<file path="src/rtl/cnn_pkg.sv">
// Widths and types shared by the PE datapath and its downstream accumulation,
// requantisation and pooling stages.
package cnn_pkg;

   localparam int PSUM_W     = 31;
   localparam int OUT_W      = 16;
   localparam int MAX_BEATS  = 256;
   localparam int BEAT_CNT_W = $clog2(MAX_BEATS + 1);

   typedef logic signed [PSUM_W-1:0] psum_t;
   typedef logic signed [OUT_W-1:0]  act_t;

   typedef enum logic {
      ACC_IDLE,
      ACC_ACCUM
   } acc_state_e;

endpackage

</file>
<file path="src/rtl/psum_requant.sv">
// Combinational requantiser: optional ReLU, round-half-up arithmetic shift,
// then signed saturation of a wide accumulator value down to an activation.
module psum_requant #(
   parameter int ACC_W   = 40,
   parameter int OUT_W   = 16,
   parameter int SHIFT   = 0,
   parameter int RELU_EN = 1
) (
   input  logic signed [ACC_W-1:0] sum_i,
   output logic signed [OUT_W-1:0] data_o,
   output logic                    sat_o
);

   localparam int SH_M1 = (SHIFT > 0) ? SHIFT - 1 : 0;
   localparam logic signed [ACC_W:0] ONE     = {{ACC_W{1'b0}}, 1'b1};
   localparam logic signed [ACC_W:0] RND     = (SHIFT > 0) ? (ONE <<< SH_M1) : '0;
   localparam logic signed [ACC_W:0] SAT_MAX = (ACC_W+1)'(2 ** (OUT_W - 1) - 1);
   localparam logic signed [ACC_W:0] SAT_MIN = -SAT_MAX - ONE;

   logic signed [ACC_W-1:0] relu_v;
   logic signed [ACC_W:0]   v_ext;
   logic signed [ACC_W:0]   rounded;

   // One guard bit keeps the rounding add from wrapping near the top of the range.
   always_comb begin
      relu_v  = ((RELU_EN != 0) && sum_i[ACC_W-1]) ? '0 : sum_i;
      v_ext   = {relu_v[ACC_W-1], relu_v};
      rounded = (v_ext + RND) >>> SHIFT;
      sat_o   = 1'b0;
      data_o  = rounded[OUT_W-1:0];
      if (rounded > SAT_MAX) begin
         data_o = SAT_MAX[OUT_W-1:0];
         sat_o  = 1'b1;
      end else if (rounded < SAT_MIN) begin
         data_o = SAT_MIN[OUT_W-1:0];
         sat_o  = 1'b1;
      end
   end

endmodule

</file>
<file path="src/rtl/pe_psum_accumulator.sv">
// Accumulates PE partial sums over a last-delimited window and emits one
// requantised activation through a one-entry valid/ready output register.
module pe_psum_accumulator #(
   parameter int PSUM_W    = cnn_pkg::PSUM_W,
   parameter int OUT_W     = cnn_pkg::OUT_W,
   parameter int ACC_W     = 40,
   parameter int MAX_BEATS = cnn_pkg::MAX_BEATS,
   parameter int SHIFT     = 0,
   parameter int RELU_EN   = 1
) (
   input  logic                                 clk,
   input  logic                                 rst_n,
   input  logic                                 in_valid,
   output logic                                 in_ready,
   input  logic signed [PSUM_W-1:0]             in_psum,
   input  logic                                 in_last,
   output logic                                 out_valid,
   input  logic                                 out_ready,
   output logic signed [OUT_W-1:0]              out_data,
   output logic                                 out_sat,
   output logic [$clog2(MAX_BEATS+1)-1:0]       out_beats,
   output logic                                 len_err
);

   import cnn_pkg::*;

   localparam int CNT_W = $clog2(MAX_BEATS + 1);
   localparam logic [CNT_W-1:0] CNT_MAX = CNT_W'(MAX_BEATS);
   localparam logic [CNT_W-1:0] CNT_ONE = CNT_W'(1);

   acc_state_e              state_q, state_d;
   logic signed [ACC_W-1:0] acc_q, acc_d;
   logic [CNT_W-1:0]        cnt_q, cnt_d;
   logic                    out_valid_q, out_valid_d;
   logic signed [OUT_W-1:0] out_data_q, out_data_d;
   logic                    out_sat_q, out_sat_d;
   logic [CNT_W-1:0]        out_beats_q, out_beats_d;
   logic                    len_err_q, len_err_d;

   logic                    beat_acc;
   logic signed [ACC_W-1:0] psum_ext;
   logic signed [ACC_W-1:0] sum;
   logic [CNT_W-1:0]        cnt_inc;
   logic signed [OUT_W-1:0] rq_data;
   logic                    rq_sat;

   // A beat is refused only while an untaken result would be overwritten.
   assign in_ready = !out_valid_q || out_ready;
   assign beat_acc = in_valid && in_ready;
   assign psum_ext = {{(ACC_W-PSUM_W){in_psum[PSUM_W-1]}}, in_psum};
   assign sum      = (state_q == ACC_IDLE) ? psum_ext : acc_q + psum_ext;
   assign cnt_inc  = (state_q == ACC_IDLE) ? CNT_ONE :
                     (cnt_q == CNT_MAX)    ? cnt_q   : cnt_q + CNT_ONE;

   psum_requant #(
      .ACC_W   (ACC_W),
      .OUT_W   (OUT_W),
      .SHIFT   (SHIFT),
      .RELU_EN (RELU_EN)
   ) u_requant (
      .sum_i  (sum),
      .data_o (rq_data),
      .sat_o  (rq_sat)
   );

   // NOTE: every _d gets its hold value first so no path can infer a latch.
   always_comb begin
      state_d     = state_q;
      acc_d       = acc_q;
      cnt_d       = cnt_q;
      out_valid_d = out_valid_q;
      out_data_d  = out_data_q;
      out_sat_d   = out_sat_q;
      out_beats_d = out_beats_q;
      len_err_d   = len_err_q;

      if (out_valid_q && out_ready)
         out_valid_d = 1'b0;

      if (beat_acc) begin
         acc_d = sum;
         cnt_d = cnt_inc;
         if ((cnt_q == CNT_MAX) && !in_last)
            len_err_d = 1'b1;
         if (in_last) begin
            state_d     = ACC_IDLE;
            cnt_d       = '0;
            out_valid_d = 1'b1;
            out_data_d  = rq_data;
            out_sat_d   = rq_sat;
            out_beats_d = cnt_inc;
         end else begin
            state_d = ACC_ACCUM;
         end
      end
   end

   // NOTE: state updates use non-blocking assignments so all flops sample together.
   always_ff @(posedge clk or negedge rst_n) begin
      if (!rst_n) begin
         state_q     <= ACC_IDLE;
         acc_q       <= '0;
         cnt_q       <= '0;
         out_valid_q <= 1'b0;
         out_data_q  <= '0;
         out_sat_q   <= 1'b0;
         out_beats_q <= '0;
         len_err_q   <= 1'b0;
      end else begin
         state_q     <= state_d;
         acc_q       <= acc_d;
         cnt_q       <= cnt_d;
         out_valid_q <= out_valid_d;
         out_data_q  <= out_data_d;
         out_sat_q   <= out_sat_d;
         out_beats_q <= out_beats_d;
         len_err_q   <= len_err_d;
      end
   end

   assign out_valid = out_valid_q;
   assign out_data  = out_data_q;
   assign out_sat   = out_sat_q;
   assign out_beats = out_beats_q;
   assign len_err   = len_err_q;

endmodule

</file>
<file path="config.mk">
export PLATFORM = sky130hd
export DESIGN_NAME = pe_psum_accumulator
export DESIGN_NICKNAME = d
export VERILOG_FILES = /design/src/rtl/cnn_pkg.sv /design/src/rtl/psum_requant.sv /design/src/rtl/pe_psum_accumulator.sv
export SDC_FILE = /design/constraint.sdc
export NUM_CORES = 1
export LEC_CHECK = 0
export CAP_MARGIN = 20
export CORE_MARGIN = 4
export CORE_UTILIZATION = 48
export DETAILED_ROUTE_END_ITERATION = 10
export GPL_ROUTABILITY_DRIVEN = 0
export HOLD_SLACK_MARGIN = 0.06
export PLACE_DENSITY = 0.72
export SLEW_MARGIN = 5
export SYNTH_ARGS = -nofsm -noshare
export SYNTH_HDL_FRONTEND = slang
export SYNTH_SLANG_ARGS = --single-unit
</file>
<file path="constraint.sdc">
create_clock -name clk -period 3.5 [get_ports clk]
set_input_delay 0.525 -clock clk [delete_from_list [all_inputs] [get_ports clk]]
set_output_delay 0.525 -clock clk [all_outputs]
set_load 0.005 [all_outputs]
</file>
==> metrics.csv <==
metric,value,unit
"Clk Latency, worst-skew pair",0.36,ns
Ys Warns,0,
FF/Latch Area,1950,µm²
"area leader, netlist",dfrtp_1,
unrepaired setup endpoints after global routing,true,
DP Wirelength,15300,µm
dpl cell area,8360,µm²
crit share post-route,1.15,
vias in the first global route,7089,
WL per Instance,17.9,µm
failing checks,negative setup slack,
total die area,14900,µm²
Tot GR Track Use,0.282,
crit path launch type,register,
peak supply drop,0.000504,V
Final Cell Area,8850,µm²
initial antenna violation count,0,
Cell Rows,41,
multi-input logic area,4270,µm²
Die H,122,µm
Worst R2R Path Depth,13,
core area,12700,µm²
"Seq/Total Area, Yosys",0.312,
CTS tree,yes,
register bit total from synthesis,78,
vias post-DR,6976,
Final Hold Viols,0,
Initial Util,0.494,
gr ovfl total,0,
number of synthesized flops with an enable pin,0,
I/O pin count,65,
power density cells,863,nW/µm²
Final setup viols,16,
"commonest non-fill, non-tap cell in the layout",buf_4,
worst r2r dst,out_data[11],
WS Path Type,reg -> reg,
leakage power,4.03,nW
Max-slew headroom,0.627,
area delta synth->final,41.3,%
drt total wl,20700,µm
HP Class,in -> async,
clk root buf,clkbuf_16,
Die X,122,µm
CTS Buf Count,9,
Max Fclk,248,MHz
status,"finished, violations left",
leading post-synthesis cells by cell area,"dfrtp_1, ha_1, nand2_1",
Post-synth ARST share,1.00,
synthesized instance count,755,
Max-Cap Viols,0,
post-route minimum period,4.03,ns
WP data required,3.71,ns
Clock Sinks,78,
first-pass GRT wire length,33600,µm
Avg Vias per Cell,6.03,
CP arrival,4.23,ns
diodes inserted,0,
worst r2r src,acc_q[0],
largest net degree at the start of global routing,79,
Main synth FF type,dfrtp_1,
DR DRC count,0,
"CTS clk-pin slew, worst paths",0.06,ns
Setup Skew,0.00875,ns
DRT iter0 DRCs,681,
Pwr Total,7.63,mW
CP Max Fanout,8,
Synth Net Count,833,
Worst Tran Pin Value,0.557,ns
layout cells sized above 1,0.244,
Max Slew Vio Count,0,
Layout fillers,1018,
Worst setup EP type,register,
DR pass1 iterations,6,
synthesized area,6260,µm²
Setup TNS Final,-8.25,ns
layout net count,1058,
PortBufs,64,
Clock Path Buffers,2,
reg2reg setup slack,-0.53,ns
final worst slack,-0.527,ns
syn avg cell area,8.29,µm²
H-tree depth,3,
Final ANT Viol Nets,0,
"commonest cells after routing, fill and taps aside","buf_4, nand2_1, dfrtp_1",
"Distinct cells, synth",69,
post-synth top area share,0.312,
Final Util,0.698,
layer usage:
| metal | wire length (µm) | share of wire | up-vias | GRT usage |
|---|---|---|---|---|
| met2 | 9950 | 0.48 | 314 | 0.488 |
| met1 | 8400 | 0.41 | 3322 | 0.352 |
| met5 | 0 | 0 | - | 0 |
| met3 | 1520 | 0.074 | 70 | 0.0413 |
| li1 | - | - | 3270 | - |
| met4 | 794 | 0.038 | 0 | 0.119 |
worst max-delay path by stage:
| stage | start | to | cells past startpoint |
|---|---|---|---|
| 4_1_cts | acc_q[0] | out_data[7] | 14 |
| 5_1_grt | acc_q[0] | out_data[6] | 13 |
| 6_report | acc_q[0] | out_data[11] | 13 |
| 2_1_floorplan | in_psum[0] | out_data[5] | 13 |
| 3_5_place_dp | in_psum[0] | out_data[9] | 14 |
| 3_3_place_gp | in_psum[0] | out_data[1] | 14 |
metrics by stage:
step / worst slack, ns / hold WS [ns] / cells
CTS: -0.530 / 0.395 / 1154
floorplan: -0.177 / 0.229 / 755
finish: -0.527 / 0.129 / 1157
detailed placement: -0.971 / 0.462 / 1133
global placement: -0.864 / 0.457 / 1133
global route: -0.568 / 0.166 / 1157
cell usage after synthesis, types with 15 or more instances:
cell	count
nand2_1	115
dfrtp_1	78
o21ai_0	69
a21oi_1	49
nor2_1	49
ha_1	41
mux2i_1	38
clkbuf_1	29
a31oi_1	24
a21o_1	23
nor3_1	18
nand4_1	17
xor2_1	17
xnor2_1	15
final cells by class:
| class | count | area share |
|---|---|---|
| clock buffer | 11 | 0.0274 |
| clock inverter | 5 | 0.00382 |
| inverter | 6 | 0.00255 |
| multi-input combinational | 631 | 0.482 |
| sequential | 78 | 0.221 |
| tap | 172 | 0.0243 |
| timing repair buffer | 254 | 0.239 |
cell families (layout without fill, tap and decap cells):
group           Yosys count  in the layout  synth area share
mux                      39             39            0.0626
flops                    78             78             0.312
fa+ha+maj                42             42            0.0851
xor+xnor                 32             32            0.0448
buf+inv                  46            276            0.0300
simple gates            268            268             0.202
compound gates          250            250             0.263
worst max-delay path: stages, from the launching register on:
cell and delay, ns:
dfrtp_1 0.42, ha_4 0.18, fa_2 0.37, a211oi_4 0.32, o211ai_2 0.18, a311o_1 0.40, mux2i_1 0.23, nor2_1 0.07
or3_1 0.40, or4_1 0.42, a2111o_1 0.43, nor3_4 0.18, buf_6 0.18, a31oi_1 0.10
flip-flops by register name, indices dropped and copies added (netlist names):
name / cells
acc_q: 40
out_data: 16
cnt_q: 9
out_beats: 9
len_err: 1
out_sat: 1
out_valid: 1
state_q: 1
report_power, final:
group | leakage, nW | switching [mW] | internal [mW]
Sequential | 0.965 | 0.196 | 1.23
Combinational | 2.93 | 2.63 | 2.66
Clock | 0.132 | 0.411 | 0.500
what timing repair did:
action | CTS | global route
pin swaps | 14 | 10
gates resized for setup | 10 | 16
setup buffers | 4 | 3
endpoints found under the setup margin | 16 | 18
hold buffers | 0 | 0
gates cloned | 1 | 1
(Power assumes the default switching activity.)
